--- src/rtl/position_frame_serializer_pkg.sv ---
// Shared widths, FSM encoding and a saturating counter helper for the
// position frame serializer and its shadow bank.
package position_frame_serializer_pkg;

  localparam int DATA_W_DEF = 32;
  localparam int FRAME_W    = 16;
  localparam int DROP_W     = 16;
  localparam int CORE_ID_W  = 8;

  typedef enum logic {
    ST_IDLE = 1'b0,
    ST_SEND = 1'b1
  } state_e;

  // Increment that sticks at all-ones instead of wrapping.
  function automatic logic [DROP_W-1:0] drop_sat_inc(input logic [DROP_W-1:0] v);
    return (v == {DROP_W{1'b1}}) ? v : v + DROP_W'(1);
  endfunction

endpackage

--- src/rtl/frame_shadow_bank.sv ---
// NODE_COUNT x (x,y) coordinate register bank: parallel load of a whole
// frame, indexed combinational read of one node.
module frame_shadow_bank
  import position_frame_serializer_pkg::*;
#(
  parameter  int NODE_COUNT = 5,
  parameter  int DATA_W     = DATA_W_DEF,
  localparam int IDX_W      = $clog2(NODE_COUNT)
) (
  input  logic                         clk,
  input  logic                         reset,
  input  logic                         load,
  input  logic [NODE_COUNT*DATA_W-1:0] x_flat,
  input  logic [NODE_COUNT*DATA_W-1:0] y_flat,
  input  logic [IDX_W-1:0]             idx,
  output logic [DATA_W-1:0]            rd_x,
  output logic [DATA_W-1:0]            rd_y
);

  logic [DATA_W-1:0] x_q [NODE_COUNT];
  logic [DATA_W-1:0] y_q [NODE_COUNT];

  // Snapshot every node of the incoming frame in one cycle.
  always_ff @(posedge clk or negedge reset) begin
    if (!reset) begin
      for (int i = 0; i < NODE_COUNT; i++) begin
        x_q[i] <= '0;
        y_q[i] <= '0;
      end
    end else if (load) begin
      for (int i = 0; i < NODE_COUNT; i++) begin
        x_q[i] <= x_flat[i*DATA_W +: DATA_W];
        y_q[i] <= y_flat[i*DATA_W +: DATA_W];
      end
    end
  end

  assign rd_x = x_q[idx];
  assign rd_y = y_q[idx];

endmodule

--- src/rtl/position_frame_serializer.sv ---
// Captures a core's node positions on each completed step and streams them
// one node per valid/ready beat. The core is never stalled: a frame that
// arrives while another is still streaming is dropped and counted.
module position_frame_serializer
  import position_frame_serializer_pkg::*;
#(
  parameter  int NODE_COUNT = 5,
  parameter  int DATA_W     = DATA_W_DEF,
  parameter  int CORE_ID    = 0,
  localparam int NODE_W     = $clog2(NODE_COUNT)
) (
  input  logic                         clk,
  input  logic                         reset,
  input  logic                         step_done,
  input  logic [NODE_COUNT*DATA_W-1:0] x_flat,
  input  logic [NODE_COUNT*DATA_W-1:0] y_flat,
  output logic                         out_valid,
  input  logic                         out_ready,
  output logic [CORE_ID_W-1:0]         out_core_id,
  output logic [FRAME_W-1:0]           out_frame,
  output logic [NODE_W-1:0]            out_node,
  output logic [DATA_W-1:0]            out_x,
  output logic [DATA_W-1:0]            out_y,
  output logic                         out_last,
  output logic                         busy,
  output logic                         overrun,
  output logic [DROP_W-1:0]            drop_count
);

  localparam logic [NODE_W-1:0] LAST_NODE = NODE_W'(NODE_COUNT - 1);
  localparam logic [NODE_W-1:0] PENULT    = NODE_W'(NODE_COUNT - 2);

  state_e              state_q;
  logic                valid_q;
  logic                last_q;
  logic                overrun_q;
  logic [NODE_W-1:0]   node_q;
  logic [FRAME_W-1:0]  frame_q;
  logic [FRAME_W-1:0]  frame_ctr_q;
  logic [DROP_W-1:0]   drop_q;

  logic                hs;
  logic                final_hs;
  logic                load;
  logic                drop;

  // Handshake decode: a capture is allowed when idle or when the last beat
  // leaves this very cycle; any other step_done while sending is a drop.
  always_comb begin
    hs       = valid_q & out_ready;
    final_hs = hs & (node_q == LAST_NODE);
    load     = step_done & ((state_q == ST_IDLE) | final_hs);
    drop     = step_done & (state_q == ST_SEND) & ~final_hs;
  end

  frame_shadow_bank #(
    .NODE_COUNT (NODE_COUNT),
    .DATA_W     (DATA_W)
  ) u_bank (
    .clk    (clk),
    .reset  (reset),
    .load   (load),
    .x_flat (x_flat),
    .y_flat (y_flat),
    .idx    (node_q),
    .rd_x   (out_x),
    .rd_y   (out_y)
  );

  // Streaming FSM with frame numbering and drop accounting.
  always_ff @(posedge clk or negedge reset) begin
    if (!reset) begin
      state_q     <= ST_IDLE;
      valid_q     <= 1'b0;
      last_q      <= 1'b0;
      overrun_q   <= 1'b0;
      node_q      <= '0;
      frame_q     <= '0;
      frame_ctr_q <= '0;
      drop_q      <= '0;
    end else begin
      if (load) begin
        frame_q <= frame_ctr_q;
        node_q  <= '0;
        last_q  <= 1'b0;
        valid_q <= 1'b1;
        state_q <= ST_SEND;
      end else if (hs) begin
        if (node_q == LAST_NODE) begin
          valid_q <= 1'b0;
          last_q  <= 1'b0;
          state_q <= ST_IDLE;
        end else begin
          node_q <= node_q + NODE_W'(1);
          last_q <= (node_q == PENULT);
        end
      end
      // Dropped frames still consume a number so gaps show downstream.
      if (step_done) begin
        frame_ctr_q <= frame_ctr_q + FRAME_W'(1);
      end
      if (drop) begin
        overrun_q <= 1'b1;
        drop_q    <= drop_sat_inc(drop_q);
      end
    end
  end

  assign out_valid   = valid_q;
  assign out_core_id = CORE_ID_W'(CORE_ID);
  assign out_frame   = frame_q;
  assign out_node    = node_q;
  assign out_last    = last_q;
  assign busy        = (state_q == ST_SEND);
  assign overrun     = overrun_q;
  assign drop_count  = drop_q;

endmodule

--- config.mk ---
export PLATFORM = sky130hd
export DESIGN_NAME = position_frame_serializer
export DESIGN_NICKNAME = d
export VERILOG_FILES = /design/src/rtl/position_frame_serializer_pkg.sv /design/src/rtl/frame_shadow_bank.sv /design/src/rtl/position_frame_serializer.sv
export SDC_FILE = /design/constraint.sdc
export NUM_CORES = 1
export LEC_CHECK = 0
export ABC_AREA = 1
export CAP_MARGIN = 15
export CORE_MARGIN = 2
export CORE_UTILIZATION = 54
export CTS_BUF_LIST = sky130_fd_sc_hd__clkbuf_16
export CTS_CLUSTER_DIAMETER = 40
export DETAILED_ROUTE_END_ITERATION = 8
export PLACE_DENSITY = 0.85
export SLEW_MARGIN = 20
export SYNTH_ARGS = -nofsm -noshare
export SYNTH_HDL_FRONTEND = slang
export SYNTH_SLANG_ARGS = --single-unit
--- constraint.sdc ---
create_clock -name clk -period 3.15 [get_ports clk]
set_input_delay 0.4725 -clock clk [delete_from_list [all_inputs] [get_ports clk]]
set_output_delay 0.4725 -clock clk [all_outputs]
set_load 0.02 [all_outputs]
==> impl_metrics.py <==
metrics = {
    "clock_tree": {
        "cts-htree-levels": 2,
        "cts-root-buf": "clkbuf_16",
        "cts.sinks": 374,
        "clkLatencyLatePin_ns": 0.55,
        "cts_tree": "built",
        "clk_pin_slew_ns": 0.06,
        "cts.path.max_buffers": 3,
        "cts_buffers": 49,
    },
    "pwr": {
        "cellPowerDensity_nw_per_um2": 1000,
        "vdd_ir_drop_max_uv": 779,
        "p_leak_nw": 12.0,
        "finalPower_mw": 24.1,
    },
    "critical_path": {
        "crit_arrival_ns": 2.58,
        "worstRegToRegCells": 10,
        "crit_buf_inv": 3,
        "max_stage_delay_ns": 0.62,
        "cp.required_ns": 2.68,
        "crit_top_cell": "nand3_1",
        "timing.rr.end": "u_bank.x_q[6]$_DFFE_PN0P_",
        "rrSetupSlack_ns": 0.78,
        "path_class": "reg -> out",
        "worstPathCellList": "inv_4 > buf_16 > nand2_1 > nand3_1 > nand3_1 > o21ai_0 > clkdlybuf4s50_1",
        "crit_family": "buffers and inverters",
        "crit_slowest_cell": "clkdlybuf4s50_1",
        "setup.worst_path.start_class": "flip-flop",
        "regToRegStartpoint": "out_node[1]$_DFFE_PN0P_",
        "cp-end-kind": "output pin",
        "critPathMaxFanout": 49,
    },
    "global_route": {
        "grt_pass1_wl_um": 82700,
        "grtUsageMet2_pct": 50.6,
        "grt_pass1_vias": 16162,
        "use_met3_pct": 7.28,
        "use_met1_pct": 38.2,
        "grt_max_degree": 187,
        "track_usage_pct": 30.7,
        "overflow": 0,
        "top_usage_layer": "met2",
        "antenna_found_initial": 10,
    },
    "timing": {
        "period_share_pct": 97.0,
        "worst_slack_ns": 0.0956,
        "rsz0062_at_grt": "yes",
        "worst_slew_pin_slew_ns": 0.708,
        "report.final.slew_viol_count": 0,
        "finalSetupViolCount": 0,
        "timing.slew.headroom_pct": 52.8,
        "period_needed_ns": 3.05,
        "fmax_mhz": 327,
        "hold_viol": 0,
        "fin_setup_tns_ns": 0,
        "fin_worst_skew_ns": 0.0150,
    },
    "detailed_routing": {
        "drt_pass1_iterations": 5,
        "antenna_left": 0,
        "drc_errors": 0,
        "drt_iter0_markers": 1460,
        "wirelength_um": 53500,
        "num_vias": 16310,
        "via_per_inst": 5.26,
        "wl_per_cell_um": 17.3,
    },
    "hold_path": {
        "worstHoldEndpoint": "overrun$_DFFE_PN0P_",
        "hp-class": "reg -> reg",
        "hold_start": "overrun$_DFFE_PN0P_",
        "holdPathStages": 1,
    },
    "flow_run": {
        "drv_cap": 0,
    },
    "floorplan": {
        "dieArea_sq_um": 34400,
        "dieHeight_um": 185,
        "rows": 66,
        "core_sq_um": 32500,
        "num_io_pins": 435,
        "die_w_um": 185,
        "initial_core_util_pct": 54.8,
    },
    "status": {
        "status": "finished, final reports clean",
    },
    "synth": {
        "synth_seq_cells": 374,
        "syn_area_sq_um": 17800,
        "synthCells": 2244,
        "yosys_warnings": 0,
        "syn_avg_cell_area_sq_um": 7.93,
        "ys_seq_area_share_pct": 52.6,
        "ys_types": 31,
    },
    "final_layout": {
        "nNetsFinal": 2945,
        "area_growth_pct": 34.9,
        "drive_above_1_share_pct": 6.87,
        "stdcell_area_sq_um": 24000,
    },
    "placed_design": {
        "detailedPlace.worstSlack_ns": 0.558,
        "io_buffers": 426,
        "globalplace.congestion": 0.923,
        "place_area_sq_um": 22300,
        "hpwl_um": 35400,
    },
}
final cells by class:
type,instances,area [sq um]
flip-flops and latches,374,9360
fillers,2283,8460
multi-input cells,1376,6400
repair buffers,454,4700
inverters,361,1360
clock buffers,49,1230
well taps,442,553
clock inverters,37,378
diodes,5,12.5
registers in the layout, indices dropped and copies added, names as in the netlist:
register,flops
frame_ctr_q,16
out_last,1
out_node,3
u_bank.y_q,160
u_bank.x_q,160
overrun,1
out_valid,1
out_frame,16
drop_count,16
synth_stat cells (all sizes together):
cell / n / area share [%]
buf: 89 / 3.0
nor3: 5 / 0.14
inv: 361 / 7.6
xor2: 13 / 0.64
conb: 1 / 0.021
clkbuf: 51 / 1.1
nand4: 7 / 0.25
o32ai: 1 / 0.049
nand3: 206 / 5.9
or2: 1 / 0.035
a21oi: 63 / 3.0
dfrtp: 374 / 53
nand3b: 2 / 0.084
xnor2: 6 / 0.30
o21ai: 346 / 9.7
a22o: 1 / 0.049
nor2: 95 / 2.0
a21boi: 1 / 0.042
nand2: 614 / 13
ha: 5 / 0.35
a31oi: 2 / 0.070
metrics by stage:
step	cells	utilization (%)	hold slack, ns
2_1_floorplan	2251	-	0.177
3_3_place_gp	3005	68.7	0.452
3_5_place_dp	3005	68.7	0.459
4_1_cts	3092	73.7	0.454
5_1_grt	3097	73.9	0.484
6_report	3098	73.9	0.465
placed cells by master, fill, tap and decap left out, types with 6 or more instances in the layout:
cell / instances
buf_4: 10
conb_1: 8
a21oi_2: 60
xnor2_1: 6
nand2_1: 611
clkdlybuf4s50_1: 419
o21ai_0: 329
clkinvlp_4: 6
buf_12: 13
nand3_1: 203
nand4_1: 7
bufinv_16: 6
nor2_1: 93
clkinv_2: 9
xor2_1: 13
clkbuf_16: 50
o21ai_1: 17
dfrtp_1: 372
inv_1: 359
worst register-to-register path: stages (launching register included):
cell and delay, ns:
dfrtp_2 0.43, inv_2 0.11, buf_12 0.35, ha_1 0.24
nand2_1 0.07, nand2_2 0.14, nand3_4 0.15, buf_4 0.24
buf_12 0.23, nor2_1 0.24, a21oi_2 0.05
repair_timing:
item | in CTS | in global routing
hold buffers | 1 | 0
setup endpoints to repair | 5 | 52
hold endpoints to repair | 62 | 0
resized for setup | 2 | 9
gates cloned | 0 | 1
buffers inserted | 0 | 0
logic make-up after synthesis:
kind of cell | count (synthesis) | share of synthesized area (%)
AOI/OAI and AO/OA | 414 | 13.0
xor gates and xnor gates | 19 | 0.936
adders and majority gates | 5 | 0.352
buffers and inverters | 501 | 11.7
DFF | 374 | 52.6
other | 1 | 0.0211
and+or+nand+nor | 930 | 21.4
where the power goes:
| group | switching [mW] | leakage (nW) | internal, mW | total (mW) |
|---|---|---|---|---|
| Sequential | 1.31 | 4.56 | 7.08 | 8.39 |
| Combinational | 6.02 | 6.70 | 4.20 | 10.2 |
| Clock | 2.12 | 0.783 | 3.34 | 5.47 |
| Total | 9.45 | 12.0 | 14.6 | 24.1 |
how the worst max path moves through the flow:
stage	startpoint	endpoint	slack, ns	cells past startpoint
finish	out_node[0]$_DFFE_PN0P_	out_y[17]	0.1	7
global route	out_node[0]$_DFFE_PN0P_	out_x[30]	-0.04	6
CTS	out_node[0]$_DFFE_PN0P_	out_x[20]	-0.02	7
detailed placement	out_node[0]$_DFFE_PN0P_	out_x[0]	0.56	7
global placement	out_node[0]$_DFFE_PN0P_	out_y[31]	0.55	7
floorplan	out_node[0]$_DFFE_PN0P_	u_bank.y_q[56]$_DFFE_PN0P_	1.13	12
metal layers:
layer	vias to the layer above	wire [um]
met2	774	25400
li1	7705	-
met1	7663	20600
met3	156	4970
met4	12	2440
met5	-	84
Note: power is estimated with default switching activity, not from simulation.
==> RTL change: new RTL, same flow settings <==
Reset style: synchronous (`reset`), changed in 2 clocked blocks.
--- a/src/rtl/frame_shadow_bank.sv
+++ b/src/rtl/frame_shadow_bank.sv
@@ -21,7 +21,7 @@
   logic [DATA_W-1:0] y_q [NODE_COUNT];
 
   // Snapshot every node of the incoming frame in one cycle.
-  always_ff @(posedge clk or negedge reset) begin
+  always_ff @(posedge clk) begin
     if (!reset) begin
       for (int i = 0; i < NODE_COUNT; i++) begin
         x_q[i] <= '0;
--- a/src/rtl/position_frame_serializer.sv
+++ b/src/rtl/position_frame_serializer.sv
@@ -68,7 +68,7 @@
   );
 
   // Streaming FSM with frame numbering and drop accounting.
-  always_ff @(posedge clk or negedge reset) begin
+  always_ff @(posedge clk) begin
     if (!reset) begin
       state_q     <= ST_IDLE;
       valid_q     <= 1'b0;
Check against the original RTL: differs if reset is asserted again (counterexample within 4 cycles, from zero or initial values and one cycle with reset low); with reset held inactive, the same outputs for 4 cycles.
==> RTL change against the original RTL <==
Non-clock buffer count grew 1. Worst setup slack lost 0.010 ns. Cell area shrank 0.56%. Count of clock-buffer cells in the layout shrank 1. Critical endpoint is now out_x[29]. Sequential cell count grew 3. Area after synthesis shrank 1.2%. Core utilization is essentially flat. Sequential share of layout area grew 6.1 points. Wire length shrank 12%.
Power is not compared: it rests on default switching activity, and its combinational part moved more than twofold at a synthesized area within 25%.
==> RTL change: results (changes against the original RTL) <==
- Biggest regs: u_bank.x_q x160, u_bank.y_q x160
- GP Congestion: 0.9054 (-1.9%)
- Vias: 14480 (-11%)
- WL/cell: 16.79 um (-2.8%)
- Syn avg cell area: 9.116 um^2 (+15%)
- Post-cts resize count: 3 (+1)
- Wire length on met2: 23160 um (-8.8%)
- Top post-synthesis cells by area: edfxtp_1, nor2_1, inv_1
- Post-Place Worst Slack: 0.4646 ns (-0.09318 ns)
- Synth cell types: 29 (-6.5%)
- Worst Hold Class: register to register
- Flop-to-flop setup slack: 0.93 ns (+0.15 ns)
- Sequential area share after synthesis: 61.17% (+8.5 points)
- Gr usage total: 27.04% (-3.6 points)
- Crit Path Max Fanout: 62 (+27%)
- Layout cells sized above 1: 8.960% (+2.1 points)
- Metal3 WL: 4293 um (-14%)
- Adder-cell share of the synthesized area: 0.3559% (+0.0042 points)
- Final cell count without fillers: 2815 (-9.1%)
- Cell Area, Placed: 22270 um^2 (-0.16%)
- Global-route wire length before repair: 71310 um (-14%)
- Drt first pass iters: 6 (+1)
- Met1 usage: 34.33% (-3.9 points)
- Initial DRC count: 1504 (+3.0%)
- Dpl cells: 2723 (-9.4%)
- Top routing layer used: met4
- Util after Layout: 73.90% (about the same)
- Hold Worst Slack: 0.4844 ns (+0.01917 ns)
- Clock skew: 0.02074 ns (+0.005773 ns)
- Largest net degree at the start of global routing: 74 (-60%)
- Status: finished, final reports clean
- Initial antenna violation count: 6 (-4)
- Slowest stage delay, CP: 0.67 ns (+0.05 ns)
- Met2 Resource Use GR: 45.40% (-5.2 points)
- Post-synthesis compound-gate area fraction: 7.389% (-5.6 points)
- TritonCTS Buffers: 47 (-4.1%)
- Setup WS post-layout: 0.08532 ns (-0.01025 ns)
- Ys flop type: edfxtp_1
- Post-synth top cells: nor2_1, inv_1, edfxtp_1
- DP HPWL: 32470 um (-8.2%)
- Synth async-reset ratio: 0% (-100 points)
- Met1 WL: 17870 um (-13%)
- Relative slew slack: 59.54% (+6.7 points)
## RTL change: cell count changes after synthesis, moves of 22 or more
cell	unedited run	this run
dfxtp_1	0	57
a21oi_2	60	0
edfxtp_1	0	320
nor2_2	2	93
dfrtp_1	374	0
o21ai_0	329	150
a31oi_1	2	64
nand3_1	204	42
nor2_1	93	604
buf_2	58	30
a21oi_1	3	25
nand2_1	611	69
## RTL change: final timing paths
check                                         end    startpoint  depth (start not counted)
worst max-delay path                    out_x[29]      register                          5
worst min-delay path                 out_frame[7]  out_frame[7]                          2
worst max register to register  u_bank.y_q[0][14]   out_node[0]                          7
worst min register to register       out_frame[7]  out_frame[7]                          2
## RTL change: layout make-up
type                    instances  area, um^2
multi-input cells            1093        4971
inverters                     356        1343
diodes                          7       17.52
fillers                      2111        8428
well taps                     442       553.0
clock buffers                  48        1201
repair buffers                455        4666
clock inverters                37       354.1
flip-flops and latches        377       10760
